==> src/rtl/mips_pkg.sv <==
// ============================================================================
// Module   : mips_pkg
// Brief    : Shared encodings for the EX/MEM stage: ctrl bit indices, ALU
//            Signal codes, divider FSM state encoding and ctrl field width.
// Revision : 1.0
// ============================================================================
`default_nettype none

package mips_pkg;

    localparam int CTRL_W        = 4;
    localparam int CTRL_REGWRITE = 3;
    localparam int CTRL_MEMREAD  = 2;
    localparam int CTRL_MEMWRITE = 1;
    localparam int CTRL_MEMTOREG = 0;

    localparam logic [3:0] ALU_AND  = 4'b0000;
    localparam logic [3:0] ALU_OR   = 4'b0001;
    localparam logic [3:0] ALU_ADD  = 4'b0010;
    localparam logic [3:0] ALU_DIVU = 4'b0100;
    localparam logic [3:0] ALU_SUB  = 4'b0110;
    localparam logic [3:0] ALU_SLT  = 4'b0111;

    localparam int         ST_W    = 1;
    localparam logic [0:0] ST_IDLE = 1'b0;
    localparam logic [0:0] ST_BUSY = 1'b1;

endpackage

`default_nettype wire

==> src/rtl/div_busy_ctr.sv <==
// ============================================================================
// Module   : div_busy_ctr
// Brief    : IDLE/BUSY tracker for the multi-cycle DIVU; busy spans exactly
//            DIV_CYCLES cycles after an issue.
// Revision : 1.0
// ============================================================================
`default_nettype none

module div_busy_ctr
    import mips_pkg::*;
#(
    parameter int DIV_CYCLES = 32
) (
    input  logic clk,
    input  logic reset,
    input  logic issue,
    output logic busy
);

    localparam int                 c_cnt_w    = (DIV_CYCLES > 1) ? $clog2(DIV_CYCLES) : 1;
    localparam logic [c_cnt_w-1:0] c_cnt_load = c_cnt_w'(DIV_CYCLES - 1);
    localparam logic [c_cnt_w-1:0] c_cnt_one  = c_cnt_w'(1);

    logic [ST_W-1:0]    r_state;
    logic [c_cnt_w-1:0] r_cnt;

    // The count runs free once loaded; stalls and flushes never touch it.
    always_ff @(posedge clk or negedge reset) begin
        if (!reset) begin
            r_state <= ST_IDLE;
            r_cnt   <= '0;
        end else begin
            case (r_state)
                ST_IDLE: begin
                    if (issue) begin
                        r_state <= ST_BUSY;
                        r_cnt   <= c_cnt_load;
                    end
                end
                ST_BUSY: begin
                    if (r_cnt == '0) begin
                        r_state <= ST_IDLE;
                    end else begin
                        r_cnt <= r_cnt - c_cnt_one;
                    end
                end
                default: begin
                    r_state <= ST_IDLE;
                    r_cnt   <= '0;
                end
            endcase
        end
    end

    assign busy = (r_state == ST_BUSY);

endmodule

`default_nettype wire

==> src/rtl/ex_mem_stage.sv <==
// ============================================================================
// Module   : ex_mem_stage
// Brief    : EX/MEM pipeline register with DIVU busy interlock and stalls.
//            Optional forwarding outputs enabled by macro EXMEM_FWD_EN.
// Revision : 1.0
// ============================================================================
`default_nettype none

module ex_mem_stage
    import mips_pkg::*;
#(
    parameter int         DIV_CYCLES = 32,
    parameter logic [3:0] DIVU_CODE  = ALU_DIVU
) (
    input  logic              clk,
    input  logic              reset,
    input  logic              ex_valid,
    input  logic [3:0]        ex_alu_sig,
    input  logic              ex_hilo_rd,
    input  logic [31:0]       ex_result,
    input  logic              ex_zero,
    input  logic [31:0]       ex_store_data,
    input  logic [4:0]        ex_wreg,
    input  logic [CTRL_W-1:0] ex_ctrl,
    input  logic              mem_stall,
    input  logic              flush,
    output logic              ex_stall,
    output logic              mem_valid,
    output logic [31:0]       mem_result,
    output logic              mem_zero,
    output logic [31:0]       mem_store_data,
    output logic [4:0]        mem_wreg,
    output logic [CTRL_W-1:0] mem_ctrl,
    output logic              div_busy
`ifdef EXMEM_FWD_EN
   ,output logic              fwd_valid,
    output logic [4:0]        fwd_wreg,
    output logic [31:0]       fwd_data
`endif
);

    logic w_busy;
    logic w_divu;
    logic w_busy_stall;
    logic w_issue;

    logic              r_valid;
    logic [31:0]       r_result;
    logic              r_zero;
    logic [31:0]       r_store_data;
    logic [4:0]        r_wreg;
    logic [CTRL_W-1:0] r_ctrl;

    assign w_divu       = (ex_alu_sig == DIVU_CODE);
    // Only HI/LO consumers and a second DIVU have to wait for the divider.
    assign w_busy_stall = w_busy & ex_valid & (ex_hilo_rd | w_divu);
    assign w_issue      = ~w_busy & ex_valid & w_divu & ~flush & ~mem_stall;
    assign ex_stall     = ~flush & (mem_stall | w_busy_stall);

    div_busy_ctr #(
        .DIV_CYCLES (DIV_CYCLES)
    ) u_div_busy_ctr (
        .clk   (clk),
        .reset (reset),
        .issue (w_issue),
        .busy  (w_busy)
    );

    always_ff @(posedge clk or negedge reset) begin
        if (!reset) begin
            r_valid      <= 1'b0;
            r_result     <= '0;
            r_zero       <= 1'b0;
            r_store_data <= '0;
            r_wreg       <= '0;
            r_ctrl       <= '0;
        end else if (!mem_stall) begin
            if (flush || !ex_valid || w_busy_stall) begin
                r_valid <= 1'b0;
                r_ctrl  <= '0;
            end else begin
                r_valid      <= 1'b1;
                r_result     <= ex_result;
                r_zero       <= ex_zero;
                r_store_data <= ex_store_data;
                r_wreg       <= ex_wreg;
                // DIVU writes HI/LO inside the divider, never the register file or memory.
                r_ctrl       <= w_divu ? '0 : ex_ctrl;
            end
        end
    end

    assign mem_valid      = r_valid;
    assign mem_result     = r_result;
    assign mem_zero       = r_zero;
    assign mem_store_data = r_store_data;
    assign mem_wreg       = r_wreg;
    assign mem_ctrl       = r_ctrl;
    assign div_busy       = w_busy;

`ifdef EXMEM_FWD_EN
    assign fwd_valid = r_valid & r_ctrl[CTRL_REGWRITE] & (r_wreg != 5'd0);
    assign fwd_wreg  = r_wreg;
    assign fwd_data  = r_result;
`endif

endmodule

`default_nettype wire

==> config.mk <==
export PLATFORM = sky130hd
export DESIGN_NAME = ex_mem_stage
export DESIGN_NICKNAME = d
export VERILOG_FILES = /design/src/rtl/mips_pkg.sv /design/src/rtl/div_busy_ctr.sv /design/src/rtl/ex_mem_stage.sv
export SDC_FILE = /design/constraint.sdc
export NUM_CORES = 1
export LEC_CHECK = 0
export CAP_MARGIN = 20
export CELL_PAD_IN_SITES_DETAIL_PLACEMENT = 1
export CELL_PAD_IN_SITES_GLOBAL_PLACEMENT = 1
export CORE_ASPECT_RATIO = 1.1
export CORE_MARGIN = 1.5
export CORE_UTILIZATION = 33
export DETAILED_ROUTE_END_ITERATION = 16
export GPL_TIMING_DRIVEN = 0
export PLACE_DENSITY = 0.9
export SYNTH_ARGS = -nofsm -noshare
export SYNTH_HDL_FRONTEND = slang
export SYNTH_SLANG_ARGS = --single-unit
==> constraint.sdc <==
create_clock -name clk -period 3.24 [get_ports clk]
set_input_delay 0.324 -clock clk [delete_from_list [all_inputs] [get_ports clk]]
set_output_delay 0.324 -clock clk [all_outputs]
set_load 0.02 [all_outputs]
==> results.md <==
- Status: finished clean
- Fillers: about 940
- TritonRoute pass-1 iters: 4
- Via count: 2323
- Vias per cell: around 4.7
- VDD IR max: ~240 µV
- Worst-path maximum fanout: 6
- Worst-Margin Slew: between 700 and 800 ps
- Synthesized cell area: 3180 µm²
- Synth Warn #: 0
- Buffers on Ports: 159
- Largest net degree at the start of global routing: 69
- R2R Setup Slk: around 1300 ps
- Detail Route Antenna Nets: 0
- Rel. slew slack: 51.5%
- Initial antenna violation count: 0
- Most frequent cells in the layout: 158 x clkdlybuf4s50_1, 81 x dfrtp_1, 69 x mux2_1, 11 x clkbuf_8, 7 x buf_6
- Crit end category: primary output
- # Post-CTS Setup Buffers: 0
- Crit path top cell by count: clkdlybuf4s50_1
- Post-CTS resize count: 0
- Hold Slack: about 330 ps
- Io pins: ~160
- DIE WIDTH: 96.6 µm
- Initial Util: ~34%
- Synthesis-stage register bit count: 81
- Slowest CP cell: nor4b_2
- Post-Syn Area per Cell: between 15 and 20 µm²
- Minimum clock period: around 2700 ps
- First-pass GRT wire length: approximately 14000 µm
- Placed Instances: around 480
- Setup ws final: about 570 ps
- Syn Nets: approximately 280
- Lkg Pwr: about 2.1 nW
- Clock Skews: between 8 and 9 ps
- Seq/Total Area, Yosys: 63.8%
- Fin. max-slew vios: 0
- Die area: 10200 µm²
- H-tree depth: 3
- Num CTS Buffers: 9
- Cell Chain, Critical Path: clkdlybuf4s50_1 > nor4b_2 > o211ai_1 > a21oi_1 > clkdlybuf4s50_1
- Worst setup SP type: input pin
- DRT Wirelength: 8940 µm
- ANT cells: 0
- CP required: slightly below 3000 ps
- Drt initial violations: 54
- Clock Tree Root: clkbuf_8
- Worst skew pair latency: ~330 ps
- GRT overflow: 0
- Worst path arrival time: about 2400 ps
- Syn Inst Count: around 200
- Unrepaired setup endpoints after global routing: false
- Final nets: ~460
- Setup TNS: 0 ps
- Reg clk slew, reported paths: about 80 ps
- Area grow syn2layout: 61.9%
- Layout cells sized above 1: 7.47%
- Synth cell types: 28
- Fin. Hold Viols: 0
- Sink Count: 81
- Fin crit share: between 80% and 90%
- CTS tree: done
- Detailed-route wire length per cell: roughly 18 µm
- Most common cell after layout, fill and taps aside: clkdlybuf4s50_1
- Fmax: 0.374 GHz
- Non-Filler Instances: between 400 and 500
- Die outline height: around 110 µm
- Placement-stage worst setup slack: 561 ps
- Vias in the first global route: between 2k and 3k
- Hold Crit Class: in -> reg
- Max-Cap Viols: 0
- RePlAce Congestion: between 0.7 and 0.8
- Final setup viols: 0
- Maximum root-to-sink buffer count: 2
- Total track usage: approximately 18%
- DRC: 0
- CORE AREA: between 9000 and 10000 µm²
- CP Class: in -> out
- Final HPWL DP: slightly above 7000 µm
- Pwr per Cell Area: 606 nW/µm²
- Row count: 37
- Slowest cell delay on critical path: 610 ps
stage by stage:
step / cell area, µm² / util (%) / power [W]
finish: 5150 / 55.1 / 0.00312
detailed placement: 4940 / 52.8 / 0.00242
global route: 5150 / 55.1 / 0.00328
global placement: 4920 / 52.6 / 0.00235
floorplan: 3180 / - / 0.00179
CTS: 5150 / 55.1 / 0.00316
cell type report:
class | instances | area (µm²) | share of cell area (%)
well taps | 117 | 146 | 2.84
repair buffers | 161 | 1630 | 31.6
clock buffers | 13 | 159 | 3.09
plain buffers | 10 | 91.3 | 1.77
flip-flops and latches | 81 | 2030 | 39.4
multi-input cells | 105 | 1050 | 20.4
inverters | 3 | 11.3 | 0.219
clock inverters | 2 | 37.5 | 0.729
synthesized netlist by cell type, drive strengths merged:
library cell / instances / area, µm²
dfrtp: 81 / 2030
mux2: 70 / 788
buf: 8 / 83.8
a21oi: 5 / 25.0
a22o: 4 / 35.0
inv: 3 / 11.3
o21ai: 3 / 15.0
a31oi: 2 / 12.5
and3: 2 / 12.5
clkbuf: 2 / 7.51
nand2: 2 / 7.51
nand2b: 2 / 12.5
nor3: 2 / 10.0
a211oi: 1 / 20.0
a21o: 1 / 7.51
a32oi: 1 / 8.76
and2: 1 / 6.26
and4: 1 / 8.76
ha: 1 / 12.5
nand3b: 1 / 7.51
nand4b: 1 / 8.76
nor3b: 1 / 7.51
nor4b: 1 / 15.0
o211ai: 1 / 7.51
or3b: 1 / 11.3
or4b: 1 / 10.0
sequential cells by signal, indices dropped and copies added (netlist names):
signal and count:
u_div_busy_ctr.busy 1, mem_valid 1, mem_result 32, mem_wreg 5
mem_zero 1, mem_store_data 32, u_div_busy_ctr.r_cnt 5, mem_ctrl 4
where the power goes:
part,switching [W],internal [W]
combinational,0.000487,0.000557
clock,0.000341,0.000395
sequential,0.000115,0.00122
worst max-delay path, delay by kind of cell:
kind	cells	cell delay (ps)
buffers and inverters	2	1090
AND/OR/NAND/NOR	1	610
AO/OA/AOI/OAI	2	320
layer usage:
layer	up-vias	GRT usage, %	wire length, µm
met1	1170	18.4	3090
li1	1052	-	-
met4	0	7.35	291
met2	83	33.7	4990
met3	18	4.15	562
met5	-	0	0
final timing paths:
| kind | startpoint | end | cells after the start |
|---|---|---|---|
| max | ex_alu_sig[2] | ex_stall | 5 |
| min in group asynchronous | reset | mem_store_data[9]$_DFFE_PN0P_ | 2 |
| max in group asynchronous | reset | mem_result[12]$_DFFE_PN0P_ | 3 |
| min | mem_stall | mem_valid$_DFFE_PN0N_ | 2 |
| min reg2reg | mem_result[21]$_DFFE_PN0P_ | mem_result[21]$_DFFE_PN0P_ | 1 |
| max reg2reg | u_div_busy_ctr.busy$_DFF_PN0_ | mem_store_data[3]$_DFFE_PN0P_ | 4 |
cell families after synthesis:
kind of cell	Yosys count	synth area share (%)
buffers and inverters	13	3.23
multiplexers	70	24.8
flip-flops	81	63.8
AND/OR/NAND/NOR	16	3.70
AO/OA/AOI/OAI	18	4.13
adder cells (fa/ha/maj)	1	0.393
repair_timing:
action / in CTS / in global routing
hold endpoints to repair: 13 / 0
hold buffers: 1 / 0
endpoints found under the setup margin: 0 / 0
(Power assumes the default switching activity.)
